[src/rtl/ab_seq_fsm_pkg.sv]
// ab_seq_fsm_pkg: shared state encoding and default symbol codes for the sequence recogniser.
package ab_seq_pkg;
  localparam int STATE_W = 2;
  typedef enum logic [STATE_W-1:0] {
    S_IDLE  = 2'd0,
    S_FILL  = 2'd1,
    S_ARMED = 2'd2,
    S_HIT   = 2'd3
  } state_t;
  localparam logic [1:0] SYM_A = 2'b10;
  localparam logic [1:0] SYM_B = 2'b01;
endpackage

[src/rtl/ab_seq_fsm_if.sv]
// ab_seq_fsm_if: symbol stream, configuration and match outputs of the recogniser.
interface ab_seq_fsm_if #(parameter int SYM_W = 2, parameter int LEN = 4, parameter int CNT_W = 8);
  logic [SYM_W-1:0]                 in_sym;
  logic                             in_valid;
  logic [LEN*SYM_W-1:0]             pattern;
  logic                             overlap;
  logic                             clr;
  logic                             y1;
  logic                             y0;
  logic [CNT_W-1:0]                 match_cnt;
  logic [ab_seq_pkg::STATE_W-1:0]   state_o;
  modport master (output in_sym, in_valid, pattern, overlap, clr,
                  input  y1, y0, match_cnt, state_o);
  modport slave  (input  in_sym, in_valid, pattern, overlap, clr,
                  output y1, y0, match_cnt, state_o);
endinterface

[src/rtl/ab_seq_hist.sv]
// ab_seq_hist: shift history of the last LEN symbols (newest in slice 0) plus saturating fill count.
module ab_seq_hist #(parameter int SYM_W = 2, parameter int LEN = 4, localparam int FW = $clog2(LEN + 1)) (
  input  logic                 clk,
  input  logic                 reset,
  input  logic                 clr,
  input  logic                 in_valid,
  input  logic                 flush,
  input  logic [SYM_W-1:0]     in_sym,
  output logic [LEN*SYM_W-1:0] cand,
  output logic [FW-1:0]        fill,
  output logic [FW-1:0]        fill_next
);
  logic [LEN*SYM_W-1:0] hist_q;
  logic [FW-1:0]        fill_q;
  always_comb begin
    cand      = {hist_q[(LEN-1)*SYM_W-1:0], in_sym};
    fill      = fill_q;
    fill_next = fill_q + FW'(fill_q != FW'(LEN));
  end
  // flush drops the whole window after a non-overlapping match
  always_ff @(posedge clk or negedge reset) begin
    if (!reset) begin
      hist_q <= '0;
      fill_q <= '0;
    end else if (clr || (in_valid && flush)) begin
      hist_q <= '0;
      fill_q <= '0;
    end else if (in_valid) begin
      hist_q <= cand;
      fill_q <= fill_next;
    end
  end
endmodule

[src/rtl/ab_seq_fsm.sv]
// ab_seq_fsm: programmable LEN-symbol sequence recogniser with Mealy y1, Moore y0 and match counter.
// Define AB_SEQ_FSM_CNT_EN to build the saturating match counter; otherwise match_cnt is tied to 0.
module ab_seq_fsm import ab_seq_pkg::*; #(parameter int SYM_W = 2, parameter int LEN = 4, parameter int CNT_W = 8) (
  input logic         clk,
  input logic         reset,
  ab_seq_fsm_if.slave bus
);
  localparam int FW = $clog2(LEN + 1);
  logic [LEN*SYM_W-1:0] cand;
  logic [FW-1:0]        fill, fill_next;
  logic                 y1, y0_q;
  state_t               state_q, state_d;
  ab_seq_hist #(.SYM_W(SYM_W), .LEN(LEN)) u_hist (
    .clk       (clk),
    .reset     (reset),
    .clr       (bus.clr),
    .in_valid  (bus.in_valid),
    .flush     (y1 & ~bus.overlap),
    .in_sym    (bus.in_sym),
    .cand      (cand),
    .fill      (fill),
    .fill_next (fill_next)
  );
  always_comb begin
    y1      = bus.in_valid & ~bus.clr & (fill >= FW'(LEN - 1)) & (cand == bus.pattern);
    state_d = state_q;
    if (bus.clr)
      state_d = S_IDLE;
    else if (bus.in_valid)
      state_d = y1 ? (bus.overlap ? S_HIT : S_IDLE) :
                (fill_next == FW'(LEN)) ? S_ARMED :
                (fill_next != '0) ? S_FILL : S_IDLE;
  end
  always_ff @(posedge clk or negedge reset) begin
    if (!reset) begin
      state_q <= S_IDLE;
      y0_q    <= 1'b0;
    end else begin
      state_q <= state_d;
      y0_q    <= y1;
    end
  end
`ifdef AB_SEQ_FSM_CNT_EN
  logic [CNT_W-1:0] cnt_q;
  always_ff @(posedge clk or negedge reset) begin
    if (!reset)
      cnt_q <= '0;
    else if (bus.clr)
      cnt_q <= '0;
    else if (y1 && cnt_q != {CNT_W{1'b1}})
      cnt_q <= cnt_q + 1'b1;
  end
  assign bus.match_cnt = cnt_q;
`else
  assign bus.match_cnt = {CNT_W{1'b0}};
`endif
  assign bus.y1      = y1;
  assign bus.y0      = y0_q;
  assign bus.state_o = state_q;
endmodule

[src/flat_wrapper.sv]
// flat-port wrapper written by rule: the top's interface ports become plain ports
module ab_seq_fsm_flat import ab_seq_pkg::*;
#(parameter int SYM_W = 2, parameter int LEN = 4, parameter int CNT_W = 8)
  (clk, reset, bus_in_sym, bus_in_valid, bus_pattern, bus_overlap, bus_clr, bus_y1, bus_y0, bus_match_cnt, bus_state_o);
  ab_seq_fsm_if #(.SYM_W(SYM_W), .LEN(LEN), .CNT_W(CNT_W)) bus_i ();
  input logic clk;
  input logic reset;
  input wire logic [$bits(bus_i.in_sym)-1:0] bus_in_sym;
  input wire logic [$bits(bus_i.in_valid)-1:0] bus_in_valid;
  input wire logic [$bits(bus_i.pattern)-1:0] bus_pattern;
  input wire logic [$bits(bus_i.overlap)-1:0] bus_overlap;
  input wire logic [$bits(bus_i.clr)-1:0] bus_clr;
  output wire logic [$bits(bus_i.y1)-1:0] bus_y1;
  output wire logic [$bits(bus_i.y0)-1:0] bus_y0;
  output wire logic [$bits(bus_i.match_cnt)-1:0] bus_match_cnt;
  output wire logic [$bits(bus_i.state_o)-1:0] bus_state_o;
  assign bus_i.in_sym = bus_in_sym;
  assign bus_i.in_valid = bus_in_valid;
  assign bus_i.pattern = bus_pattern;
  assign bus_i.overlap = bus_overlap;
  assign bus_i.clr = bus_clr;
  assign bus_y1 = bus_i.y1;
  assign bus_y0 = bus_i.y0;
  assign bus_match_cnt = bus_i.match_cnt;
  assign bus_state_o = bus_i.state_o;
  ab_seq_fsm #(.SYM_W(SYM_W), .LEN(LEN), .CNT_W(CNT_W)) u_core (.clk(clk), .reset(reset), .bus(bus_i));
endmodule
[config.mk]
export PLATFORM = sky130hd
export DESIGN_NAME = ab_seq_fsm_flat
export DESIGN_NICKNAME = d
export VERILOG_FILES = /design/src/rtl/ab_seq_fsm_pkg.sv /design/src/rtl/ab_seq_fsm_if.sv /design/src/rtl/ab_seq_hist.sv /design/src/rtl/ab_seq_fsm.sv /design/src/flat_wrapper.sv
export SDC_FILE = /design/constraint.sdc
export NUM_CORES = 1
export LEC_CHECK = 0
export CAP_MARGIN = 15
export CELL_PAD_IN_SITES_DETAIL_PLACEMENT = 1
export CELL_PAD_IN_SITES_GLOBAL_PLACEMENT = 2
export CORE_MARGIN = 3
export CORE_UTILIZATION = 24
export CTS_BUF_LIST = sky130_fd_sc_hd__clkbuf_4 sky130_fd_sc_hd__clkbuf_8 sky130_fd_sc_hd__clkbuf_16
export CTS_CLUSTER_SIZE = 12
export DETAILED_ROUTE_END_ITERATION = 12
export GPL_TIMING_DRIVEN = 0
export PLACE_DENSITY = 0.81
export SLEW_MARGIN = 20
export SYNTH_ARGS = -nofsm -noshare
export SYNTH_HDL_FRONTEND = slang
export SYNTH_SLANG_ARGS = --single-unit
[constraint.sdc]
create_clock -name clk -period 2 [get_ports clk]
set_input_delay 0.2 -clock clk [delete_from_list [all_inputs] [get_ports clk]]
set_output_delay 0.2 -clock clk [all_outputs]
set_load 0.01 [all_outputs]
* Word-level counts from Yosys, hierarchy flattened
Cells that the tools add are included.
** Operators by class
- Add/subtract/negate cells :: 1
- Magnitude comparators :: 1
- Eq/ne operators :: 3
- Muxes and demuxes :: 10
- Bitwise gates (word level) :: 6
- Reductions and logical operators :: 5
** Operators by type and width (count)
- $mux W6 :: 2
- $mux W2 :: 5
- $eq A8 B8 Y1 :: 1
- $mux W3 :: 2
- $and A1 B1 Y1 :: 4
- $reduce_bool A2 Y1 :: 2
- $add A3 B1 Y3 :: 1
- $eq A3 B3 Y1 const B :: 1
- $ge A3 B2 Y1 const B :: 1
- $ne A3 B3 Y1 const B :: 1
- $reduce_bool A3 Y1 :: 1
- $not A1 Y1 :: 2
- $logic_and A1 B1 Y1 :: 1
- $logic_or A1 B1 Y1 :: 1
- $mux W1 :: 1
** Word-level totals
- Register bits :: 12
- Bits of input ports :: 15
- Output and inout bits :: 12
- Word-level logic and storage cells :: 30

* Logic depth before layout (Yosys ltp)
- Depth in word-level cells :: 8
- Gate-level depth with buffers :: 8
- Depth with buffers taken out :: 8

* Modules after synthesis
A second synthesis with hierarchy kept.
** Unflattened totals
- Cells, all modules :: 90
- Area, all modules :: 840.8 µm²
** Modules (own cells, without submodules)
- ab_seq_hist :: instances 1, cells each 46, area each 478.0 µm², sequential area each 225.2 µm²
- ab_seq_fsm :: instances 1, cells each 44, area each 362.8 µm², sequential area each 75.1 µm²

* Least setup slack after synthesis
No wires, ideal clock.
- Path kind :: register to register
- From :: register u_core.u_hist.fill_q[2], in the netlist u_core.u_hist.fill[2]
- To :: register u_core.state_q[1], in the netlist u_core.bus.state_o[1]
- Library setup time :: 0.101 ns
- Arrival time :: 1.767 ns
- Required time :: 1.899 ns
- Path slack :: 0.132 ns
- Cell stages (with the launch flop) :: 9
- Path buffers :: 0
- Clock period less this slack :: 1.868 ns
- Cells stage by stage :: dfrtp_1 -> inv_1 -> or3_1 -> ha_1 -> ha_1 -> nor2_1 -> nand2_1 -> o311a_1 -> nor4_1
** Between the ends
- Word-level cells in the longest chain between the ends :: 7
- Elaborated cells on any way between the ends :: 10
- Classes of those cells :: add/sub (1); order compare (1); eq/ne (2); mux (4); bitwise (2)
** RTL lines
- from (decl) :: RTL line ab_seq_hist.sv:14 : logic [FW-1:0] fill_q;
- from (signal assigned) :: RTL line ab_seq_hist.sv:30 : fill_q <= fill_next;
- $ne A3 B3 Y1 :: RTL line ab_seq_hist.sv:18 : fill_next = fill_q + FW'(fill_q != FW'(LEN));
- $add A3 B1 Y3 :: RTL line ab_seq_hist.sv:18
- $eq A3 B3 Y1 :: RTL line ab_seq_fsm.sv:31 : (fill_next == FW'(LEN)) ? S_ARMED :
- $mux W2 :: RTL line ab_seq_fsm.sv:31
- $mux W2 * :: RTL line ab_seq_fsm.sv:30 : state_d = y1 ? (bus.overlap ? S_HIT : S_IDLE) :
- $mux W2 * :: RTL line ab_seq_fsm.sv:29 : else if (bus.in_valid)
- $mux W2 * :: RTL line ab_seq_fsm.sv:27 : if (bus.clr)
- to (signal assigned) :: RTL line ab_seq_fsm.sv:39 : state_q <= state_d;
- to (decl) :: RTL line ab_seq_fsm.sv:12 : state_t state_q, state_d;
Every way passes the cells marked *; elsewhere a longest branch is shown, timed or not. The select of a mux whose other input is x is not followed.
A chain may end at the register's enable or synchronous reset.

* Worst setup path in the final report
- From :: register u_core.u_hist.fill_q[2], in the netlist u_core.u_hist.fill[2]
- To :: register u_core.state_q[0], in the netlist u_core.bus.state_o[0]
** Between the ends
- Word-level cells in the longest chain between the ends :: 8
- Elaborated cells on any way between the ends :: 12
- Classes of those cells :: add/sub (1); order compare (1); eq/ne (2); mux (5); bitwise (2); reduce/logical (1)
** RTL lines
- $ne A3 B3 Y1 :: RTL line ab_seq_hist.sv:18
- $add A3 B1 Y3 :: RTL line ab_seq_hist.sv:18
- $reduce_bool A3 Y1 :: RTL line ab_seq_fsm.sv:32 : (fill_next != '0) ? S_FILL : S_IDLE;
- $mux W1 :: RTL line ab_seq_fsm.sv:32
- $mux W2 :: RTL line ab_seq_fsm.sv:31
- $mux W2 * :: RTL line ab_seq_fsm.sv:30
- $mux W2 * :: RTL line ab_seq_fsm.sv:29
- $mux W2 * :: RTL line ab_seq_fsm.sv:27
Marks and branches as above.

==> qor.yml <==
power:
  p_int_w: 0.000408
  p_sw_w: 0.000172
  p_leak_nw: 0.516
  p_sw_share_pct: 29.6
  peakVddDrop_mv: 0.143
  combPwrFrac_pct: 28.4
  powerDensity_nw_per_um2: 464
  power_frac_seq_pct: 45.2
  clkPwrFrac_pct: 26.4
  p_total_w: 0.000580
global_route:
  grt_pass1_vias: 829
  grtUsageTotal_pct: 12.2
  grt_max_degree: 13
  overflow: 0
  grt_pass1_wl_mm: 4.11
  antenna_found_initial: 0
critical_path:
  path_class: "flip-flop to flip-flop"
  crit_fanout: 3
  required_ps: 2170
  worstSetupStartpointType: "flip-flop"
  cp.arrival_ps: 2040
  end_kind: "flip-flop"
  r2r_slack_ps: 130
timing:
  finalCritPeriodShare_pct: 93.4
  min_period_ps: 1870
  rsz0062_at_grt: "false"
  finalHoldViolCount: 0
  fmax_ghz: 0.535
  maxSlewHeadroom_pct: 60.5
  hold_slack_ps: 293
  report.final.setup_viol: 0
  finClkSkew_ps: 3.56
  setup_slack_ps: 131
  tightest_slew_ps: 591
  slew_violations: 0
worst_hold_path:
  min_path_type: "input port to asynchronous set/reset pin"
synthesis:
  synthesis.area_per_instance_sq_um: 8.91
  syn-cell-area_sq_um: 873
  yosysWarnings: 0
  ys_types: 26
  syn_inst: 98
  ys_seq_area_share_pct: 34.4
  ys_ff_latch: 12
cells_and_area:
  diodes: 0
  drive_gt1_share_pct: 20.3
  fillers: 419
  layout_common_cells: "clkdlybuf4s50_1 (16), dfrtp_1 (12), buf_4 (10), nand2b_1 (9), o41ai_1 (9)"
  nNetsFinal: 147
  layout_commonest_cell: "clkdlybuf4s50_1"
  syn_to_final_growth_pct: 43.1
clock_network:
  cts_hold_buf: 0
  clkTransAtPathRegs_ps: 80
  worstSkewPairLatency_ps: 280
  clock_sinks: 12
  h-tree-depth: 1
  clockBufferDepth: 2
  cts_made_buffers: 3
  cts_tree: "yes"
  cts-root-buf: "clkbuf_4"
route:
  drt_iter0_drc: 66
  wirelength_mm: 2.41
  drtPass1Iterations: 4
  wl_per_cell_um: 13.9
  ant_nets: 0
  via_count: 829
  drc: 0
  vias_per_cell: 4.76
die:
  fp-row-count: 21
  coreArea_sq_um: 3420
  start_util_pct: 25.6
  die-area_sq_um: 4400
  die_height_um: 66.3
  ios: 27
  die_width_um: 66.3
outcome:
  status: "complete, no violations"
flow_run:
  maxCapViolations: 0
place:
  dp_hpwl_mm: 1.74
  port-buffer-count: 18
  routabilityCongestion: 0.761
  post-place-ws_ps: -579
## synth_stat cells, drive strengths merged
master   n  area [sq um]
ha       2          25.0
or4      1          7.51
o311ai   1          8.76
nand2    5          18.8
clkbuf   7          26.3
buf      8          60.1
nand2b   9          56.3
xor2     1          8.76
o41ai   10          87.6
and2     8          50.1
nor3     2          10.0
a32o     1          10.0
a21oi    8          40.0
o311a    1          10.0
xnor2    8          70.1
nand4    2          18.8
or3      1          6.26
dfrtp   12           300
a21o     1          7.51
nor2     3          11.3
conb     1          3.75
inv      1          3.75
nor4     3          18.8
o31ai    1          7.51
nor2b    1          6.26
## final cells by class
cell class	instances	area, sq um	share of cell area, %
clock buffer	3	22.5	1.80
tap	46	57.6	4.60
inverter	1	3.75	0.300
sequential	12	300	24.0
timing repair buffer	20	193	15.4
buffer	15	100	8.01
multi-input combinational	77	573	45.8
## final timing paths
path,from,to,cells past startpoint
setup reg to reg,u_core.u_hist.fill[2],u_core.bus.state_o[0],7
hold / removal,reset,u_core.u_hist.fill[1],1
min in group clk,bus_in_valid,u_core.u_hist.hist_q[4],4
max in group asynchronous,reset,u_core.u_hist.hist_q[5],1
setup / recovery,u_core.u_hist.fill[2],u_core.bus.state_o[0],7
hold reg to reg,u_core.bus.state_o[0],u_core.bus.state_o[0],1
## per-stage QoR
step / setup TNS [ps] / area [sq um] / std cells / utilization (%)
finish: 0 / 1250 / 174 / 36.6
global route: 0 / 1250 / 174 / 36.6
CTS: 0 / 1220 / 174 / 35.6
detailed placement: -881 / 1140 / 169 / 33.3
global placement: -822 / 1140 / 169 / 33.3
floorplan: 0 / 900 / 105 / -
## layer usage
metal,global-route usage [%],vias to the layer above,share of wire [%]
met2,18.5,25,46
met3,2.04,5,5.4
met4,5.33,0,2.2
met1,16.8,400,46
li1,-,399,-
met5,0,-,0
## worst max-delay path, stage by stage (launching register included)
cell     delay, ps
dfrtp_1        360
inv_1           70
or3_1          370
ha_1           190
ha_1           290
nor2_2         130
o31ai_1         90
a32o_1         250
## registers in the layout, indices dropped and copies added, names as in the netlist
register,cells
u_core.u_hist.hist_q,6
u_core.u_hist.fill,3
u_core.bus.state_o,2
u_core.bus.y0,1
## cell families after synthesis
family	Yosys count	share of synthesized area, %
AO/OA/AOI/OAI	23	19.6
flip-flops	12	34.4
adder cells (fa/ha/maj)	2	2.86
XOR/XNOR	9	9.03
buffers and inverters	16	10.3
other	1	0.429
AND/OR/NAND/NOR	35	23.4
## power groups by stage
stage	combinational (W)	clock [W]	sequential (W)
6_report	0.000165	0.000153	0.000262
5_1_grt	0.000183	0.000167	0.000265
4_1_cts	0.000160	0.000158	0.000262
3_5_place_dp	0.000147	0	0.000267
3_3_place_gp	0.000145	0	0.000267
2_1_floorplan	0.0000850	0	0.000267
## repair_timing
item / 4_1_cts / 5_1_grt
gates resized for setup: 14 / 7
endpoints found under the setup margin: 3 / 4
pin swaps: 1 / 2
setup buffers: 2 / 0
Note: power is estimated with default switching activity, not from simulation.
